[src/rtl/cpu_pkg.sv]
// Shared CPU-wide widths, the fetch buffer entry type and the pre-decode helper.
package cpu_pkg;
    localparam int ADDR_W = 15;
    localparam int INST_W = 16;
    localparam logic [ADDR_W-1:0] RESET_PC_DEFAULT = '0;

    typedef struct packed {
        logic [INST_W-1:0] inst;
        logic [ADDR_W-1:0] pc;
    } fetch_entry_t;

    // A-instructions carry a 0 in the top bit.
    function automatic logic is_a_inst(input logic [INST_W-1:0] inst);
        return ~inst[INST_W-1];
    endfunction
endpackage

[src/rtl/fetch_unit_if.sv]
// Instruction stream from fetch to decode: valid/ready handshake plus payload.
interface fetch_unit_if;
    import cpu_pkg::*;

    logic              out_valid;
    logic              out_ready;
    logic [INST_W-1:0] out_inst;
    logic [ADDR_W-1:0] out_pc;
    logic              out_is_a;

    modport master (output out_valid, out_inst, out_pc, out_is_a, input out_ready);
    modport slave  (input out_valid, out_inst, out_pc, out_is_a, output out_ready);
endinterface

[src/rtl/fetch_fifo.sv]
// Small synchronous FIFO of fetched {inst, pc} entries with flush and occupancy count.
module fetch_fifo
    import cpu_pkg::*;
#(
    parameter int DEPTH = 2,
    localparam int PTR_W = $clog2(DEPTH),
    localparam int CNT_W = $clog2(DEPTH + 1)
) (
    input  logic             clk,
    input  logic             rst_n,
    input  logic             push,
    input  logic             pop,
    input  logic             flush,
    input  fetch_entry_t     wdata,
    output fetch_entry_t     rdata,
    output logic [CNT_W-1:0] count
);
    fetch_entry_t     mem [DEPTH];
    logic [PTR_W-1:0] wr_ptr, rd_ptr;
    logic             do_push, do_pop;

    function automatic logic [PTR_W-1:0] bump(input logic [PTR_W-1:0] p);
        return (p == PTR_W'(DEPTH - 1)) ? '0 : p + 1'b1;
    endfunction

    // Guard locally so a misbehaving caller can never over/underflow.
    assign do_pop  = pop && (count != '0);
    assign do_push = push && ((count < CNT_W'(DEPTH)) || do_pop);
    assign rdata   = mem[rd_ptr];

    always_ff @(posedge clk) begin
        if (do_push && !flush)
            mem[wr_ptr] <= wdata;
    end

    always_ff @(posedge clk) begin
        if (!rst_n || flush) begin
            wr_ptr <= '0;
            rd_ptr <= '0;
            count  <= '0;
        end else begin
            if (do_push) wr_ptr <= bump(wr_ptr);
            if (do_pop)  rd_ptr <= bump(rd_ptr);
            case ({do_push, do_pop})
                2'b10:   count <= count + 1'b1;
                2'b01:   count <= count - 1'b1;
                default: count <= count;
            endcase
        end
    end
endmodule

[src/rtl/fetch_unit.sv]
// Instruction fetch: walks fetch_pc over a combinational ROM and buffers words for decode.
module fetch_unit
    import cpu_pkg::*;
#(
    parameter int                DEPTH    = 2,
    parameter logic [ADDR_W-1:0] RESET_PC = RESET_PC_DEFAULT
) (
    input  logic              clk,
    input  logic              rst_n,
    input  logic              run,
    output logic [ADDR_W-1:0] rom_addr,
    input  logic [INST_W-1:0] rom_data,
    input  logic              redirect_valid,
    input  logic [ADDR_W-1:0] redirect_pc,
    fetch_unit_if.master      fo
);
    localparam int CNT_W = $clog2(DEPTH + 1);

    logic [ADDR_W-1:0] fetch_pc;
    logic [CNT_W-1:0]  cnt;
    logic              push, pop;
    fetch_entry_t      head, wentry;

    assign rom_addr     = fetch_pc;
    assign fo.out_valid = (cnt != '0);
    assign pop          = fo.out_valid && fo.out_ready;
    // A pop frees a slot in the same cycle, so a full buffer still streams.
    assign push         = run && !redirect_valid && ((cnt < CNT_W'(DEPTH)) || pop);
    assign wentry       = '{inst: rom_data, pc: fetch_pc};

    assign fo.out_inst  = head.inst;
    assign fo.out_pc    = head.pc;
    assign fo.out_is_a  = is_a_inst(head.inst);

    fetch_fifo #(.DEPTH(DEPTH)) u_fifo (
        .clk   (clk),
        .rst_n (rst_n),
        .push  (push),
        .pop   (pop),
        .flush (redirect_valid),
        .wdata (wentry),
        .rdata (head),
        .count (cnt)
    );

    always_ff @(posedge clk) begin
        if (!rst_n)
            fetch_pc <= RESET_PC;
        else if (redirect_valid)
            fetch_pc <= redirect_pc;
        else if (push)
            fetch_pc <= fetch_pc + 1'b1;
    end
endmodule

[src/flat_wrapper.sv]
// flat-port wrapper written by rule: the top's interface ports become plain ports
module fetch_unit_flat import cpu_pkg::*;
#(
    parameter int                DEPTH    = 2,
    parameter logic [ADDR_W-1:0] RESET_PC = RESET_PC_DEFAULT
)
  (clk, rst_n, run, rom_addr, rom_data, redirect_valid, redirect_pc, fo_out_valid, fo_out_inst, fo_out_pc, fo_out_is_a, fo_out_ready);
  fetch_unit_if fo_i ();
  input  logic clk;
  input  logic rst_n;
  input  logic run;
  output logic [ADDR_W-1:0] rom_addr;
  input  logic [INST_W-1:0] rom_data;
  input  logic redirect_valid;
  input  logic [ADDR_W-1:0] redirect_pc;
  output wire logic [$bits(fo_i.out_valid)-1:0] fo_out_valid;
  output wire logic [$bits(fo_i.out_inst)-1:0] fo_out_inst;
  output wire logic [$bits(fo_i.out_pc)-1:0] fo_out_pc;
  output wire logic [$bits(fo_i.out_is_a)-1:0] fo_out_is_a;
  input wire logic [$bits(fo_i.out_ready)-1:0] fo_out_ready;
  assign fo_out_valid = fo_i.out_valid;
  assign fo_out_inst = fo_i.out_inst;
  assign fo_out_pc = fo_i.out_pc;
  assign fo_out_is_a = fo_i.out_is_a;
  assign fo_i.out_ready = fo_out_ready;
  fetch_unit #(.DEPTH(DEPTH), .RESET_PC(RESET_PC)) u_core (.clk(clk), .rst_n(rst_n), .run(run), .rom_addr(rom_addr), .rom_data(rom_data), .redirect_valid(redirect_valid), .redirect_pc(redirect_pc), .fo(fo_i));
endmodule
[config.mk]
export PLATFORM = sky130hd
export DESIGN_NAME = fetch_unit_flat
export DESIGN_NICKNAME = d
export VERILOG_FILES = /design/src/rtl/cpu_pkg.sv /design/src/rtl/fetch_unit_if.sv /design/src/rtl/fetch_fifo.sv /design/src/rtl/fetch_unit.sv /design/src/flat_wrapper.sv
export SDC_FILE = /design/constraint.sdc
export NUM_CORES = 1
export LEC_CHECK = 0
export ABC_AREA = 0
export CORE_ASPECT_RATIO = 0.6
export CORE_MARGIN = 2
export CORE_UTILIZATION = 48
export DETAILED_ROUTE_END_ITERATION = 8
export PLACE_DENSITY = 0.79
export SYNTH_ARGS = -nofsm -noshare
export SYNTH_HDL_FRONTEND = slang
export SYNTH_SLANG_ARGS = --single-unit
[constraint.sdc]
create_clock -name clk -period 4.3 [get_ports clk]
set_clock_uncertainty 0.1 [all_clocks]
set_input_delay 1.29 -clock clk [delete_from_list [all_inputs] [get_ports clk]]
set_output_delay 1.29 -clock clk [all_outputs]
set_load 0.05 [all_outputs]
==> results of run 1 <==
==> flip-flops by register name, summed over array words and instances (netlist names), named ones only <==
register and count:
u_core.u_fifo.rd_ptr 1, u_core.rom_addr 15, u_core.u_fifo.mem 62, u_core.u_fifo.count 2, u_core.u_fifo.wr_ptr 1
==> worst max-delay path by stage <==
| stage | from | endpoint | slack (ns) | cells after the start |
|---|---|---|---|---|
| 2_1_floorplan | run | u_core.u_fifo.mem[0][0] | 0.74 | 3 |
| 3_3_place_gp | fo_out_ready | u_core.u_fifo.mem[1][3] | 0.76 | 5 |
| 3_5_place_dp | fo_out_ready | u_core.u_fifo.mem[1][3] | 0.70 | 5 |
| 4_1_cts | flop | fo_out_is_a | 0.55 | 3 |
| 5_1_grt | flop | fo_out_is_a | 0.43 | 3 |
| 6_report | flop | fo_out_is_a | 0.56 | 3 |
==> report_power, final <==
part | internal (µW) | leakage [µW] | switching (µW)
registers | 885 | 0.000740 | 25.6
logic | 97.4 | 0.000654 | 145
clock network | 395 | 0.000132 | 307
total | 1380 | 0.00153 | 478
==> cell type report <==
| class | count | area (µm²) |
|---|---|---|
| clock buffers | 9 | 225.2 |
| clock inverters | 7 | 52.55 |
| fillers | 492 | 2130 |
| inverters | 3 | 11.26 |
| multi-input cells | 125 | 968.4 |
| flip-flops and latches | 82 | 2262 |
| well taps | 87 | 108.9 |
| repair buffers | 87 | 860.8 |
==> cells by family (layout without fill, tap and decap cells) <==
kind of cell / Yosys count / in the layout / share of synthesized area (%)
AO/OA/AOI/OAI: 36 / 36 / 6.131
XOR/XNOR: 12 / 12 / 3.218
adder cells (fa/ha/maj): 2 / 2 / 0.7662
buffers and inverters: 11 / 106 / 1.532
flip-flops: 82 / 82 / 69.27
multiplexers: 32 / 32 / 11.00
AND/OR/NAND/NOR: 43 / 43 / 8.085
==> cells in the final DEF, fill, tap and decap left out, types with 2 or more instances in the layout <==
cell	instances
nor2_4	2
edfxtp_1	62
inv_6	2
nor2_1	4
nand2_1	5
and3_1	2
clkbuf_16	9
clkinv_1	2
ha_1	2
xor2_1	8
o211a_1	2
dfxtp_1	20
a21oi_1	8
or3_1	5
and2_1	2
o21ai_0	19
mux2_2	31
clkdlybuf4s50_1	83
nand4_1	6
inv_1	2
clkinvlp_4	2
buf_4	4
nand3_1	6
nand2b_1	3
a31oi_1	6
xnor2_1	4
==> stage by stage <==
stage               cell area [µm²]  power (µW)  util (%)  worst slack [ns]  cells
floorplan                      3266        1066         -            0.7402    218
CTS                            4489        1872     67.83            0.5520    400
global placement               4212        1166     63.63            0.7566    384
finish                         4489        1856     67.83            0.5602    400
global route                   4489        1916     67.83            0.4286    400
detailed placement             4212        1170     63.63            0.6981    384
==> worst register-to-register path: stages, from the launching register on <==
cell and delay, ns:
dfxtp_1 0.33, nand2b_1 0.29, nand3_1 0.28, nor2_4 0.47, buf_4 0.34
==> per-layer routing <==
metal | global-route usage, % | vias to the layer above | part of all wire [%]
met2 | 29.75 | 81 | 46
met1 | 23.11 | 1004 | 46
li1 | - | 1015 | -
met3 | 6.289 | 11 | 6.9
met4 | 7.344 | 0 | 1.7
met5 | 0 | - | 0
==> impl_metrics.json, run 1 <==
{
  "syn_nets": 256,
  "reg2reg_from": "u_core.u_fifo.count[1]",
  "critPathMaxStageDelay_ns": 0.85,
  "async_flop_share_pct": 0,
  "vias_per_cell": 5.278,
  "ys_seq_elements": 82,
  "power.density_nw_per_um2": 413.3,
  "io_buffers": 83,
  "hp-start": "u_core.u_fifo.count[1]",
  "ys_types": 34,
  "peakVddDrop_mv": 0.2330,
  "cp.buffers_inverters": 2,
  "end_kind": "output port",
  "post_drt_wl_per_cell_um": 16.74,
  "cts_buffers": 9,
  "r2r-end": "u_core.u_fifo.mem[1][14]",
  "first_pass_iters": 4,
  "drt_iter0_drc": 116,
  "overflow": 0,
  "yosysWarningCount": 0,
  "min_to": "u_core.u_fifo.count[1]",
  "fin_worst_hold_slack_ns": 0.4203,
  "clk_latency_ns": 0.33,
  "place_congestion": 0.7239,
  "netlist_area_um2": 3266,
  "cts_resized": 0,
  "drc": 0,
  "drv_cap": 0,
  "cts_tree": "built",
  "path_clk_slew_ns": 0.06,
  "slew_headroom_pct": 63.65,
  "synth_top_cell_by_area": "edfxtp_1",
  "rows": 23,
  "initial_utilization_pct": 49.34,
  "hpwl_um": 4500,
  "cts.path.max_buffers": 2,
  "cts_setup_buffers": 0,
  "hold_depth": 2,
  "cts-root-buf": "clkbuf_16",
  "ys_top_cells_by_area": "edfxtp_1, dfxtp_1, mux2_2",
  "tightest_slew_ns": 0.5435,
  "grt_setup_unrepaired": "false",
  "path_max_fanout": 26,
  "grt_first_pass_wirelength_um": 10310,
  "grt_max_degree": 28,
  "crit_required_ns": 2.91,
  "synth_edf_count": 62,
  "cp.arrival_ns": 2.35,
  "synth_common_cells": "edfxtp_1, mux2_2, dfxtp_1",
  "fmaxAchievable_ghz": 0.2674,
  "synth.yosys.seq_area_share_pct": 69.27,
  "fin_tns_setup_ns": 0,
  "cpLargestDelayFamily": "buffers and inverters",
  "layout-drive-gt1-share_pct": 18.53,
  "grt_pass1_vias": 2091,
  "antenna_found_initial": 0,
  "core-area_um2": 6619,
  "die_y_um": 67.89,
  "die_area_um2": 7501,
  "syn_inst": 218,
  "critical_path_class": "reg -> out",
  "die_x_um": 110.5,
  "setup_viol": 0,
  "crit_slowest_cell": "clkdlybuf4s50_1",
  "hold_buffers": 0,
  "r2r_slack_ns": 2.19,
  "grtUsageTotal_pct": 18.28,
  "postSynthAreaPerCell_um2": 14.98,
  "r2r_cells": 4,
  "totalWireLength_um": 6695,
  "period_needed_ns": 3.740,
  "hold_class": "reg -> reg",
  "startpoint_type": "flop",
  "final_hold_viol_count": 0,
  "p_leak_uw": 0.001526,
  "finalMaxSlewViolations": 0,
  "io_pins": 84,
  "htreeDepth": 3,
  "synthFlopType": "edfxtp_1",
  "cts_sinks": 82,
  "antenna_cells": 0,
  "antenna_left": 0,
  "areaGrowthSynthToFinish_pct": 37.47,
  "nNetsFinal": 346,
  "vias": 2111,
  "synth_top_area_share_pct": 57.01,
  "cp_cell_sequence": "buf_4 -> mux2i_1 -> clkdlybuf4s50_1",
  "status": "completed",
  "synthMostInstantiatedCell": "edfxtp_1",
  "fin_crit_sh_pct": 86.97
}
Note: power is estimated with default switching activity, not from simulation.
==> run 2: changes to the inputs <==
ABC_AREA = 1   (was 0)
CORE_UTILIZATION = 49   (was 48)
==> run 2 against run 1 <==
Effect of this change:
- synthesized cell count up 36%
- routed wire length up 6.9%
- clock power up 17%
- sequential share of layout area shrank 2.7 points
- critical endpoint is now fo_out_pc[14]
- synthesized area grew 6.6%
- first-iteration DRC count rose by 54%
- highest routed layer unchanged
==> impl_metrics.json, run 2 <==
{
  "status": "completed",
  "syn_inst": 296,
  "antenna_left": 0,
  "synth_common_cells": "nand2_1, edfxtp_1, inv_1",
  "die_x_um": 112.8,
  "totalWireLength_um": 7159,
  "ys_types": 29,
  "areaGrowthSynthToFinish_pct": 36.18,
  "r2r_cells": 7,
  "worst_slack_ns": 0.7496,
  "critPathMaxStageDelay_ns": 0.71,
  "core-area_um2": 6763,
  "postSynthAreaPerCell_um2": 11.76,
  "antenna_cells": 0,
  "path_clk_slew_ns": 0.06,
  "synth_top_area_share_pct": 53.47,
  "hold_class": "reg -> reg",
  "antenna_found_initial": 0,
  "nNetsFinal": 424,
  "overflow": 0,
  "path_max_fanout": 31,
  "dr_wl_met2_um": 3195,
  "rows": 23,
  "yosysWarningCount": 0,
  "wl_met3_um": 542,
  "async_flop_share_pct": 0,
  "die_y_um": 69.30,
  "first_pass_iters": 4,
  "p_leak_uw": 0.001773,
  "hpwl_um": 4872,
  "end_kind": "output port",
  "hold_depth": 1,
  "fin_area_um2": 4742,
  "cts-root-buf": "clkbuf_16",
  "slew_headroom_pct": 65.22,
  "netlist_area_um2": 3482,
  "cts_sinks": 82,
  "cts_buffers": 9,
  "placed_cell_area_um2": 4415,
  "fin_tns_setup_ns": 0,
  "final_hold_viol_count": 0,
  "wl_met1_um": 3393,
  "die_area_um2": 7819,
  "synth_edf_count": 62,
  "dpl_worst_slack_ns": 1.047,
  "grt_max_degree": 32,
  "clk_latency_ns": 0.33,
  "regMostFlops": "u_core.u_fifo.mem",
  "tightest_slew_ns": 0.5201,
  "peakVddDrop_mv": 0.2322,
  "layout_common_cells": "clkdlybuf4s50_1, nand2_1, edfxtp_1, inv_1, mux2_2",
  "hp-start": "u_core.u_fifo.rd_ptr",
  "hold_buffers": 0,
  "syn_nets": 334,
  "grtUsageTotal_pct": 19.21,
  "cts_tree": "built",
  "startpoint_type": "flop",
  "cts.path.max_buffers": 2,
  "cp_cell_sequence": "buf_4 -> mux2_2 -> clkdlybuf4s50_1",
  "fin_crit_sh_pct": 82.57,
  "power_uw": 1970,
  "finalMaxSlewViolations": 0,
  "htreeDepth": 3,
  "grt_pass1_vias": 2299,
  "ys_top_cells_by_area": "edfxtp_1, dfxtp_1, mux2_2",
  "io_pins": 84,
  "io_buffers": 83,
  "period_needed_ns": 3.550,
  "cp.arrival_ns": 2.16,
  "drt_iter0_drc": 179,
  "cts_resized": 0,
  "vias_per_cell": 5.017,
  "place_congestion": 0.8363,
  "synth.yosys.seq_area_share_pct": 64.97,
  "drc": 0,
  "layout_commonest_cell": "clkdlybuf4s50_1",
  "ys_seq_elements": 82,
  "fmaxAchievable_ghz": 0.2817,
  "fin_util_pct": 70.12,
  "synthMostInstantiatedCell": "nand2_1",
  "largest_reg_flops": 62,
  "synthFlopType": "edfxtp_1",
  "initial_utilization_pct": 51.49,
  "crit_slowest_cell": "clkdlybuf4s50_1",
  "layout-drive-gt1-share_pct": 15.35,
  "vias": 2398,
  "power.density_nw_per_um2": 415.5,
  "post_drt_wl_per_cell_um": 14.98,
  "drv_cap": 0,
  "reg2reg_from": "u_core.u_fifo.count[1]",
  "crit_required_ns": 2.91,
  "grt_first_pass_wirelength_um": 11700,
  "top_layer_used": "met4",
  "setup_viol": 0,
  "synth_top_cell_by_area": "edfxtp_1",
  "grt_setup_unrepaired": "false",
  "critical_path_class": "reg -> out",
  "cts_setup_buffers": 0
}
-- run 2: area by class of cell --
type / instances / area [µm²]
tap: 87 / 108.9
sequential: 82 / 2262
fill: 489 / 2021
clock buffer: 9 / 225.2
clock inverter: 7 / 101.3
inverter: 31 / 117.6
timing repair buffer: 87 / 855.8
multi-input combinational: 175 / 1071
-- run 2: cells by family (layout without fill, tap and decap cells) --
kind of cell | after synthesis | in the layout | share of synthesized area, %
flops | 82 | 82 | 64.97
mux | 30 | 30 | 9.702
buf+inv | 39 | 134 | 4.707
compound gates | 28 | 28 | 4.563
simple gates | 110 | 110 | 14.09
fa+ha+maj | 2 | 2 | 0.7185
xor+xnor | 5 | 5 | 1.258
-- run 2: through the flow --
stage	cells	hold slack, ns
after detailed placement	462	0.3498
final	478	0.3615
after floorplan	296	0.3255
after global placement	462	0.3347
after CTS	478	0.3591
after global routing	478	0.4023
-- run 2: routing by layer --
metal	vias up	track usage, %
met3	6	7.255
met2	91	28.61
met4	0	3.794
met5	-	0
li1	1202	-
met1	1099	27.22
-- run 2: path summary, 6_finish.rpt --
path / endpoint / slack, ns
max: fo_out_pc[14] / 0.75
min: u_core.u_fifo.rd_ptr / 0.36
max reg2reg: u_core.u_fifo.count[1] / 2.53
min reg2reg: u_core.u_fifo.rd_ptr / 0.36
-- run 2: critical path: cells and delay by family (launching register included) --
family   cells  cell delay [ns]
buf+inv      2             1.08
mux          1             0.39
flops        1             0.34
-- run 2: where the power goes --
part	leakage [µW]	switching, µW	internal (µW)
Sequential	0.000747	23.5	882
Clock	0.000160	305	514
Combinational	0.000867	150	95.8
Total	0.00177	478	1490
==> run 3: changes to the inputs <==
CORE_UTILIZATION = 44   (was 49)
PLACE_DENSITY = 0.75   (was 0.79)
clock period = 3.15 ns   (was 4.3 ns; I/O delays follow)
==> run 3 against run 2 <==
Effect of this change:
- clock power increased by 11%
- sequential share of layout area is 2.8 points lower
- first-iteration DRC count up 52%
- utilization down 5.5 points
- total power increased by 29%
- register-to-register slack worse by 1.0 ns
- critical path type unchanged
- critical endpoint is now fo_out_valid
==> impl_metrics.json, run 3 (synthesis results as in run 2) <==
{
  "p_leak_uw": 0.001906,
  "hpwl_um": 5225,
  "rows": 25,
  "fin_crit_sh_pct": 87.88,
  "peakVddDrop_mv": 0.3079,
  "startpoint_type": "flop",
  "cts.path.max_buffers": 2,
  "vias_per_cell": 4.954,
  "drt_iter0_drc": 272,
  "drc": 0,
  "power_uw": 2536,
  "antenna_left": 0,
  "grt_max_degree": 33,
  "die_area_um2": 8665,
  "hold_depth": 1,
  "fin_tns_setup_ns": 0,
  "first_pass_iters": 4,
  "min_to": "u_core.u_fifo.rd_ptr",
  "hold_class": "reg -> reg",
  "r2r_cells": 9,
  "cts_tree": "built",
  "antenna_cells": 0,
  "place_congestion": 0.8610,
  "htreeDepth": 3,
  "vias": 2472,
  "reg2reg_from": "u_core.u_fifo.count[1]",
  "areaGrowthSynthToFinish_pct": 44.59,
  "grt_pass1_vias": 2455,
  "r2r_slack_ns": 1.48,
  "cts_buffers": 9,
  "antenna_found_initial": 0,
  "final_hold_viol_count": 0,
  "tightest_slew_ns": 0.5438,
  "layout_commonest_cell": "nand2_1",
  "overflow": 0,
  "period_needed_ns": 2.768,
  "drv_cap": 0,
  "fin_cells": 499,
  "dpl_worst_slack_ns": 0.3847,
  "r2r-end": "u_core.u_fifo.count[1]",
  "cp_cell_sequence": "inv_1 -> nand2_1 -> clkdlybuf4s50_1",
  "hold_buffers": 0,
  "die_y_um": 72.91,
  "post_drt_wl_per_cell_um": 15.05,
  "cp.arrival_ns": 1.72,
  "core-area_um2": 7789,
  "status": "completed",
  "grtUsageTotal_pct": 18.79,
  "clk_latency_ns": 0.33,
  "regMostFlops": "u_core.u_fifo.mem",
  "largest_reg_flops": 62,
  "cts-root-buf": "clkbuf_16",
  "end_kind": "output port",
  "io_pins": 84,
  "crit_required_ns": 2.10,
  "nNetsFinal": 425,
  "crit_slowest_cell": "clkdlybuf4s50_1",
  "totalWireLength_um": 7511,
  "critical_path_class": "reg -> out",
  "finalMaxSlewViolations": 0,
  "path_clk_slew_ns": 0.06,
  "worst_slack_ns": 0.3819,
  "layout_common_cells": "nand2_1, edfxtp_1, clkdlybuf4s50_1, buf_12, inv_1",
  "slew_headroom_pct": 63.63,
  "grt_first_pass_wirelength_um": 12290,
  "cts_setup_buffers": 0,
  "cts_resized": 0,
  "grt_setup_unrepaired": "false",
  "cts_sinks": 82,
  "initial_utilization_pct": 44.71,
  "layout-drive-gt1-share_pct": 22.76,
  "critPathMaxStageDelay_ns": 0.81,
  "power.density_nw_per_um2": 503.8,
  "io_buffers": 83,
  "dp.cells": 484,
  "setup_viol": 0,
  "die_x_um": 118.8,
  "fmaxAchievable_ghz": 0.3613,
  "path_max_fanout": 3,
  "hp-start": "u_core.u_fifo.rd_ptr"
}
run 3: changes by cell type in the layout (fill, tap and decap cells not counted), sizes merged:
cell	previous run	this run
bufinv	2	0
buf	6	37
clkinvlp	0	3
inv	32	30
clkdlybuf4s50	81	51
run 3: area by class of cell:
type | count | area, µm²
well taps | 108 | 135.1
inverters | 31 | 117.6
fillers | 566 | 2754
repair buffers | 88 | 1189
flip-flops and latches | 82 | 2262
multi-input cells | 175 | 1071
clock buffers | 9 | 225.2
clock inverters | 6 | 35.03
run 3: where the power goes:
group / internal (µW) / total (µW) / switching [µW] / leakage [µW]
Clock: 521 / 906 / 385 / 0.000118
Sequential: 1200 / 1240 / 33.6 / 0.000747
Combinational: 175 / 392 / 217 / 0.00104
run 3: stage by stage:
stage	cell area (µm²)	utilization, %	hold slack [ns]
final	5035	64.64	0.3670
after global routing	5035	64.64	0.4088
after CTS	5035	64.64	0.3691
after detailed placement	4775	61.30	0.3614
after global placement	4775	61.30	0.3379
after floorplan	3487	-	0.3255
run 3: per-layer routing:
layer	up-vias	wire (µm)	GRT usage, %
met3	8	569	6.328
met2	103	3309	27.97
met5	-	0	0
met1	1162	3546	25.97
met4	0	87	6.614
li1	1199	-	-
run 3: how the worst max path moves through the flow:
stage | startpoint | end | slack (ns) | depth (start not counted)
after floorplan | flop | fo_out_inst[15] | 0.28 | 4
after global placement | fo_out_ready | u_core.u_fifo.count[1] | 0.42 | 9
after detailed placement | fo_out_ready | u_core.u_fifo.count[1] | 0.38 | 9
after CTS | u_core.rom_addr[2] | rom_addr[2] | 0.37 | 1
after global routing | u_core.u_fifo.count[1] | fo_out_valid | 0.32 | 3
final | u_core.u_fifo.count[1] | fo_out_valid | 0.38 | 3
run 3: worst max-delay path, delay by kind of cell, from the launching register on:
kind	cells	cell delay [ns]
AND/OR/NAND/NOR	1	0.09
buffers and inverters	2	0.90
flip-flops	1	0.40
